===== config.mk =====
export PLATFORM = sky130hd
export DESIGN_NAME = rv_mem_bist_flat
export DESIGN_NICKNAME = d
export VERILOG_FILES = /design/src/rtl/rv_mem_bist_if.sv /design/src/rtl/rv_mem_bist.sv /design/src/flat_wrapper.sv
export SDC_FILE = /design/constraint.sdc
export NUM_CORES = 1
export LEC_CHECK = 0
export BUFFER_PORTS_ARGS = -buffer_cell sky130_fd_sc_hd__buf_4
export CORE_MARGIN = 5
export CORE_UTILIZATION = 55
export DETAILED_ROUTE_END_ITERATION = 8
export PLACE_DENSITY = 0.87
export SYNTH_ARGS = -nofsm -noshare
export SYNTH_HDL_FRONTEND = slang
export SYNTH_SLANG_ARGS = --single-unit
export TNS_END_PERCENT = 1

===== constraint.sdc =====
create_clock -name clk_i -period 3.25 [get_ports clk_i]
set_input_delay 0.65 -clock clk_i [delete_from_list [all_inputs] [get_ports clk_i]]
set_output_delay 0.65 -clock clk_i [all_outputs]
set_load 0.03 [all_outputs]

===== src/rtl/rv_mem_bist_if.sv =====
// rv_mem_bist_if: data-memory request/response bus between the BIST initiator
// and the SRAM driver it stands in front of.
interface rv_mem_bist_if;
    logic        data_req_o;
    logic        data_we_o;
    logic [3:0]  data_be_o;
    logic [31:0] data_addr_o;
    logic [31:0] data_wdata_o;
    logic        data_rvalid_i;
    logic [31:0] data_rdata_i;

    modport master (
        output data_req_o, data_we_o, data_be_o, data_addr_o, data_wdata_o,
        input  data_rvalid_i, data_rdata_i
    );

    modport slave (
        input  data_req_o, data_we_o, data_be_o, data_addr_o, data_wdata_o,
        output data_rvalid_i, data_rdata_i
    );
endinterface


===== src/rtl/rv_mem_bist.sv =====
// rv_mem_bist: writes a Galois LFSR pattern over a word range, reads it back and
// reports the first miscompare. Define RV_MEM_BIST_TIMEOUT_EN for a request watchdog.
module rv_mem_bist #(
    parameter logic [31:0] BASE_ADDR = 32'h0000_0000,
    parameter int unsigned WORDS     = 1024,
    parameter int unsigned TIMEOUT   = 64
) (
    input  logic          clk_i,
    input  logic          rst_i,
    input  logic          start_i,
    input  logic [31:0]   seed_i,
    output logic          busy_o,
    output logic          done_o,
    output logic          pass_o,
    output logic          timeout_o,
    output logic [31:0]   err_addr_o,
    output logic [31:0]   err_exp_o,
    output logic [31:0]   err_got_o,
    rv_mem_bist_if.master bus
);
    localparam int unsigned CW   = $clog2(WORDS + 1);
    localparam logic [31:0] POLY = 32'h8020_0003;

    if (WORDS < 1 || BASE_ADDR[1:0] != 2'b00 || TIMEOUT < 1) begin : g_bad_param
        $error("rv_mem_bist: WORDS and TIMEOUT must be >= 1 and BASE_ADDR word aligned");
    end

    typedef enum logic [1:0] {IDLE, WR, RD, DONE} state_e;

    state_e        state_q, state_d;
    logic [31:0]   seed_q;
    logic [31:0]   seed_init;
    logic [31:0]   lfsr_q;
    logic [31:0]   lfsr_next;
    logic [31:0]   addr;
    logic [CW-1:0] idx_q;
    logic          req_q;
    logic          pass_q;
    logic [31:0]   err_addr_q;
    logic [31:0]   err_exp_q;
    logic [31:0]   err_got_q;
    logic          accept;
    logic          last;
    logic          mismatch;
    logic          tmo_hit;
    logic          start_ok;

    assign seed_init = (seed_i == 32'h0) ? 32'h1 : seed_i;
    assign lfsr_next = (lfsr_q >> 1) ^ (lfsr_q[0] ? POLY : 32'h0);
    assign addr      = BASE_ADDR + (32'(idx_q) << 2);
    assign accept    = req_q & bus.data_rvalid_i;
    assign last      = (idx_q == CW'(WORDS - 1));
    assign mismatch  = (bus.data_rdata_i != lfsr_q);
    assign start_ok  = start_i & ((state_q == IDLE) | (state_q == DONE));

`ifdef RV_MEM_BIST_TIMEOUT_EN
    localparam int unsigned TW = $clog2(TIMEOUT + 1);

    logic [TW-1:0] tmo_cnt_q;
    logic          timeout_q;

    // Watchdog counts request cycles of the access in flight; the hit fires on
    // the TIMEOUT-th such cycle so the abort lands TIMEOUT cycles after req.
    assign tmo_hit = req_q & ~bus.data_rvalid_i & (tmo_cnt_q == TW'(TIMEOUT - 1));

    always_ff @(posedge clk_i) begin
        if (rst_i) begin
            tmo_cnt_q <= '0;
            timeout_q <= 1'b0;
        end else begin
            if (!req_q || bus.data_rvalid_i) tmo_cnt_q <= '0;
            else                             tmo_cnt_q <= tmo_cnt_q + 1'b1;
            if (start_ok)     timeout_q <= 1'b0;
            else if (tmo_hit) timeout_q <= 1'b1;
        end
    end

    assign timeout_o = timeout_q;
`else
    assign tmo_hit   = 1'b0;
    assign timeout_o = 1'b0;
`endif

    always_ff @(posedge clk_i) begin
        if (rst_i) state_q <= IDLE;
        else       state_q <= state_d;
    end

    always_comb begin
        state_d           = state_q;
        busy_o            = 1'b0;
        done_o            = 1'b0;
        bus.data_req_o    = req_q & ~bus.data_rvalid_i;
        bus.data_we_o     = 1'b0;
        bus.data_be_o     = 4'b1111;
        bus.data_addr_o   = addr;
        bus.data_wdata_o  = 32'h0;
        unique case (state_q)
            IDLE: begin
                if (start_i) state_d = WR;
            end
            WR: begin
                busy_o           = 1'b1;
                bus.data_we_o    = 1'b1;
                bus.data_wdata_o = lfsr_q;
                if (tmo_hit)             state_d = DONE;
                else if (accept && last) state_d = RD;
            end
            RD: begin
                busy_o = 1'b1;
                if (tmo_hit || (accept && (mismatch || last))) state_d = DONE;
            end
            DONE: begin
                done_o = 1'b1;
                if (start_i) state_d = WR;
            end
            default: state_d = IDLE;
        endcase
    end

    // req_q stays high across back-to-back accesses; the rvalid cycle itself
    // provides the one-cycle gap through the combinational mask above.
    always_ff @(posedge clk_i) begin
        if (rst_i) begin
            seed_q     <= 32'h0;
            lfsr_q     <= 32'h0;
            idx_q      <= '0;
            req_q      <= 1'b0;
            pass_q     <= 1'b0;
            err_addr_q <= 32'h0;
            err_exp_q  <= 32'h0;
            err_got_q  <= 32'h0;
        end else begin
            unique case (state_q)
                IDLE, DONE: begin
                    if (start_i) begin
                        seed_q     <= seed_init;
                        lfsr_q     <= seed_init;
                        idx_q      <= '0;
                        req_q      <= 1'b1;
                        pass_q     <= 1'b0;
                        err_addr_q <= 32'h0;
                        err_exp_q  <= 32'h0;
                        err_got_q  <= 32'h0;
                    end
                end
                WR: begin
                    if (tmo_hit) begin
                        req_q      <= 1'b0;
                        err_addr_q <= addr;
                        err_exp_q  <= lfsr_q;
                        err_got_q  <= 32'h0;
                    end else if (accept) begin
                        if (last) begin
                            idx_q  <= '0;
                            lfsr_q <= seed_q;
                        end else begin
                            idx_q  <= idx_q + 1'b1;
                            lfsr_q <= lfsr_next;
                        end
                    end
                end
                RD: begin
                    if (tmo_hit) begin
                        req_q      <= 1'b0;
                        err_addr_q <= addr;
                        err_exp_q  <= 32'h0;
                        err_got_q  <= 32'h0;
                    end else if (accept) begin
                        if (mismatch) begin
                            req_q      <= 1'b0;
                            pass_q     <= 1'b0;
                            err_addr_q <= addr;
                            err_exp_q  <= lfsr_q;
                            err_got_q  <= bus.data_rdata_i;
                        end else if (last) begin
                            req_q  <= 1'b0;
                            pass_q <= 1'b1;
                        end else begin
                            idx_q  <= idx_q + 1'b1;
                            lfsr_q <= lfsr_next;
                        end
                    end
                end
                default: ;
            endcase
        end
    end

    assign pass_o     = pass_q;
    assign err_addr_o = err_addr_q;
    assign err_exp_o  = err_exp_q;
    assign err_got_o  = err_got_q;
endmodule


===== src/flat_wrapper.sv =====
// flat-port wrapper written by rule: the top's interface ports become plain ports
module rv_mem_bist_flat 
#(
    parameter logic [31:0] BASE_ADDR = 32'h0000_0000,
    parameter int unsigned WORDS     = 1024,
    parameter int unsigned TIMEOUT   = 64
)
  (clk_i, rst_i, start_i, seed_i, busy_o, done_o, pass_o, timeout_o, err_addr_o, err_exp_o, err_got_o, bus_data_req_o, bus_data_we_o, bus_data_be_o, bus_data_addr_o, bus_data_wdata_o, bus_data_rvalid_i, bus_data_rdata_i);
  rv_mem_bist_if bus_i ();
  input  logic clk_i;
  input  logic rst_i;
  input  logic start_i;
  input  logic [31:0] seed_i;
  output logic busy_o;
  output logic done_o;
  output logic pass_o;
  output logic timeout_o;
  output logic [31:0] err_addr_o;
  output logic [31:0] err_exp_o;
  output logic [31:0] err_got_o;
  output wire logic [$bits(bus_i.data_req_o)-1:0] bus_data_req_o;
  output wire logic [$bits(bus_i.data_we_o)-1:0] bus_data_we_o;
  output wire logic [$bits(bus_i.data_be_o)-1:0] bus_data_be_o;
  output wire logic [$bits(bus_i.data_addr_o)-1:0] bus_data_addr_o;
  output wire logic [$bits(bus_i.data_wdata_o)-1:0] bus_data_wdata_o;
  input wire logic [$bits(bus_i.data_rvalid_i)-1:0] bus_data_rvalid_i;
  input wire logic [$bits(bus_i.data_rdata_i)-1:0] bus_data_rdata_i;
  assign bus_data_req_o = bus_i.data_req_o;
  assign bus_data_we_o = bus_i.data_we_o;
  assign bus_data_be_o = bus_i.data_be_o;
  assign bus_data_addr_o = bus_i.data_addr_o;
  assign bus_data_wdata_o = bus_i.data_wdata_o;
  assign bus_i.data_rvalid_i = bus_data_rvalid_i;
  assign bus_i.data_rdata_i = bus_data_rdata_i;
  rv_mem_bist #(.BASE_ADDR(BASE_ADDR), .WORDS(WORDS), .TIMEOUT(TIMEOUT)) u_core (.clk_i(clk_i), .rst_i(rst_i), .start_i(start_i), .seed_i(seed_i), .busy_o(busy_o), .done_o(done_o), .pass_o(pass_o), .timeout_o(timeout_o), .err_addr_o(err_addr_o), .err_exp_o(err_exp_o), .err_got_o(err_got_o), .bus(bus_i));
endmodule

==> metrics.md <==
| Metric | Value |
|---|---|
| Height of the chip | around 130 µm |
| Area Growth Syn to Fin | 26.46% |
| Peak supply drop | 0.4823 mV |
| Int Power | ~4800 µW |
| CTS tree | yes |
| Worst EP required | roughly 2600 ps |
| Mapped Area | around 7300 µm² |
| Reg2Reg Setup Slack | roughly 570 ps |
| Number of global-route vias before repair | ~6.6k |
| Most area-hungry cell type in the Yosys netlist | dfxtp_1 |
| Avg Cell Area, Syn | around 8.7 µm² |
| Root Buffer | clkbuf_16 |
| Final worst setup slack | between 400 and 500 ps |
| Row count | 42 |
| Register area share after synthesis | a little over two fifths |
| Worst Skew | ~7.6 ps |
| Comb power frac | between 40% and 50% |
| GPL Wtd Cong | 0.9596 |
| CTS max path bufs | 2 |
| Synthesized flop and latch total | ~150 |
| Switching power | between 3000 and 4000 µW |
| Total power | roughly 8500 µW |
| CTS clk-pin slew, worst paths | around 60 ps |
| Seq pwr share | 31.8% |
| Cell variety after synth | 50 |
| Post-cts sizing count | 0 |
| DIE WIDTH | roughly 130 µm |
| Initial antenna violation count | 0 |
| DRC | 0 |
| Nets | roughly 1.1k |
| Final ANT Viol Nets | 0 |
| RSZ-0062 raised after global routing | no |
| Vias | just over 7k |
| Filler cells | 1039 |
| Grt ovf | 0 |
| Initial DRC count | 1012 |
| Cells on worst reg2reg path | 7 |
| Max-slew headroom | between 20 and 30% |
| Reg2reg start | u_core.state_q[1] |
| Hold WC Path Type | input pin to flop |
| Tot GR Track Use | around 30% |
| Clk network pwr share | between 20% and 30% |
| Worst Setup End Kind | output pin |
| Primary FF master, synth | dfxtp_1 |
| PortBufs | 190 |
| Sw frac | between 40% and 50% |
| Post-Syn Instances | 843 |
| Via-to-Cell Ratio | around 6.1 |
| Status | finished clean |
| TritonRoute pass-1 iters | 7 |
| Worst EP arrival | ~2200 ps |
| H-tree lvl count | 4 |
| CTS buffer count | 17 |
| Num ports | ~240 |
| WHS | roughly 440 ps |
| Final min period | between 2000 and 3000 ps |
| Wirelength per Cell | about 21 µm |
| # setup viols final | 0 |
| First-pass GRT wire length | about 38 mm |
| EDFF count, synth | 0 |
| Post-route insts no fill | 1199 |
| Area contributors post-synth | dfxtp_1, a22o_1, a21oi_1 |
| Top cell type's share of synthesized area | approximately 42% |
| Worst setup SP type | flop |
| Die area | between 15000 and 20000 µm² |
| Fin. max-slew vios | 0 |
| TritonCTS Sinks | ~150 |
| Worst-Margin Slew | 1112 ps |
| Starting density of the core | 55.62% |
| Ys async rst share | 0% |
| Post-CTS Hold Buffers | 0 |
| WL final | 24.81 mm |
| HP Start | bus_data_rvalid_i |
| YS warnings | 0 |
| Leak | 0.004062 µW |
| Most frequent cell after synthesis | dfxtp_1 |
| Final Cycle Share | between 80 and 90% |
| Synth cell count leaders | dfxtp_1, a21oi_1, nand2_1 |
| WS Path Type | flop to output pin |
| Antenna diode count | 0 |
| Critical-path maximum fanout | 22 |
| FF-to-FF End | u_core.err_got_o[15] |
| Worst-skew pair later-pin latency | around 430 ps |
| Maxcap violations | 0 |
| Hpwl dp | ~17 mm |
| Share of post-route cells with drive strength above 1 | approximately a quarter |
| Power per cell area | 920.4 nW/µm² |
| Min-Delay Path Depth | 2 |
| Setup TNS Final | 0 ps |
| Pre-CTS WS | slightly above 500 ps |
| Largest net degree at the start of global routing | between 70 and 80 |
| Core Area | 13140 µm² |
| Worst Hold End | u_core.req_q |
| Setup Fix Bufs, Post-CTS | 0 |
| F_max | 356.9 MHz |
| Final Hold Vio Count | 0 |
| Placed instance count | ~1.2k |
[area by class of cell]
type,instances,area (µm²),share of cell area [%]
multi-input combinational,610,3660,39.61
sequential,154,3083,33.36
timing repair buffer,220,1664,18.01
clock buffer,19,442.9,4.794
tap,176,220.2,2.383
clock inverter,13,143.9,1.557
inverter,7,26.28,0.2844
[power by group through the flow]
stage	clock network [µW]	logic [µW]	registers [µW]
6_report	1970	3830	2710
5_1_grt	2050	4090	2710
4_1_cts	1970	3730	2660
3_5_place_dp	0	3660	2700
3_3_place_gp	0	3630	2690
2_1_floorplan	0	2590	2620
[sequential cells by signal (all words and copies together), names as in the netlist]
| register | count |
|---|---|
| u_core.err_exp_o | 32 |
| u_core.err_got_o | 32 |
| u_core.lfsr_q | 32 |
| u_core.seed_q | 32 |
| u_core.err_addr_o | 11 |
| u_core.idx_q | 11 |
| u_core.state_q | 2 |
| u_core.pass_o | 1 |
| u_core.req_q | 1 |
[critical path: stages (launching register included)]
cell     delay, ps
dfxtp_1        340
inv_1          100
ha_1           600
buf_4          330
and2_1         190
buf_4          170
[layer usage]
metal	up-vias	GRT usage, %	routed length, µm
li1	3289	-	-
met1	3376	40.13	9759
met2	536	46.88	11290
met3	66	7.164	2968
met4	0	11.93	790
met5	-	0	0
[worst max path at each step]
stage	startpoint	slack, ps	to	cells past startpoint
floorplan	u_core.idx_q[0]	1020	u_core.lfsr_q[21]	9
global placement	bus_data_rdata_i[8]	540	u_core.err_got_o[1]	7
detailed placement	bus_data_rdata_i[5]	510	u_core.err_exp_o[28]	7
CTS	u_core.state_q[1]	470	bus_data_wdata_o[12]	5
global route	u_core.state_q[1]	350	bus_data_wdata_o[12]	5
finish	u_core.state_q[1]	450	bus_data_wdata_o[10]	5
[kinds of logic after synthesis]
family	after synthesis	share of synthesized area, %
adders and majority gates	5	0.8562
buffers and inverters	124	10.26
AOI/OAI and AO/OA	302	26.99
DFF	154	42.19
muxes	4	0.5822
and+or+nand+nor	217	14.83
xor gates and xnor gates	35	4.195
other	2	0.1028
[cell usage in the layout (no fill, tap or decap), types with 7 or more instances in the layout]
cell,count
nor4_1,17
dfxtp_1,154
a21oi_1,102
nand2_1,79
nand3_1,37
conb_1,47
and2_1,33
a2bb2oi_1,30
nor2_1,20
o21ai_1,37
nand4_1,10
buf_4,219
a22o_1,75
clkbuf_16,17
xor2_1,34
inv_1,7
o21ai_0,37
[per-stage QoR]
step	util (%)	instance area, µm²
floorplan	-	7476
global placement	65.87	8653
detailed placement	65.87	8653
CTS	70.33	9240
global route	70.33	9240
finish	70.33	9240
No activity file was read; power rests on OpenSTA's default activity.
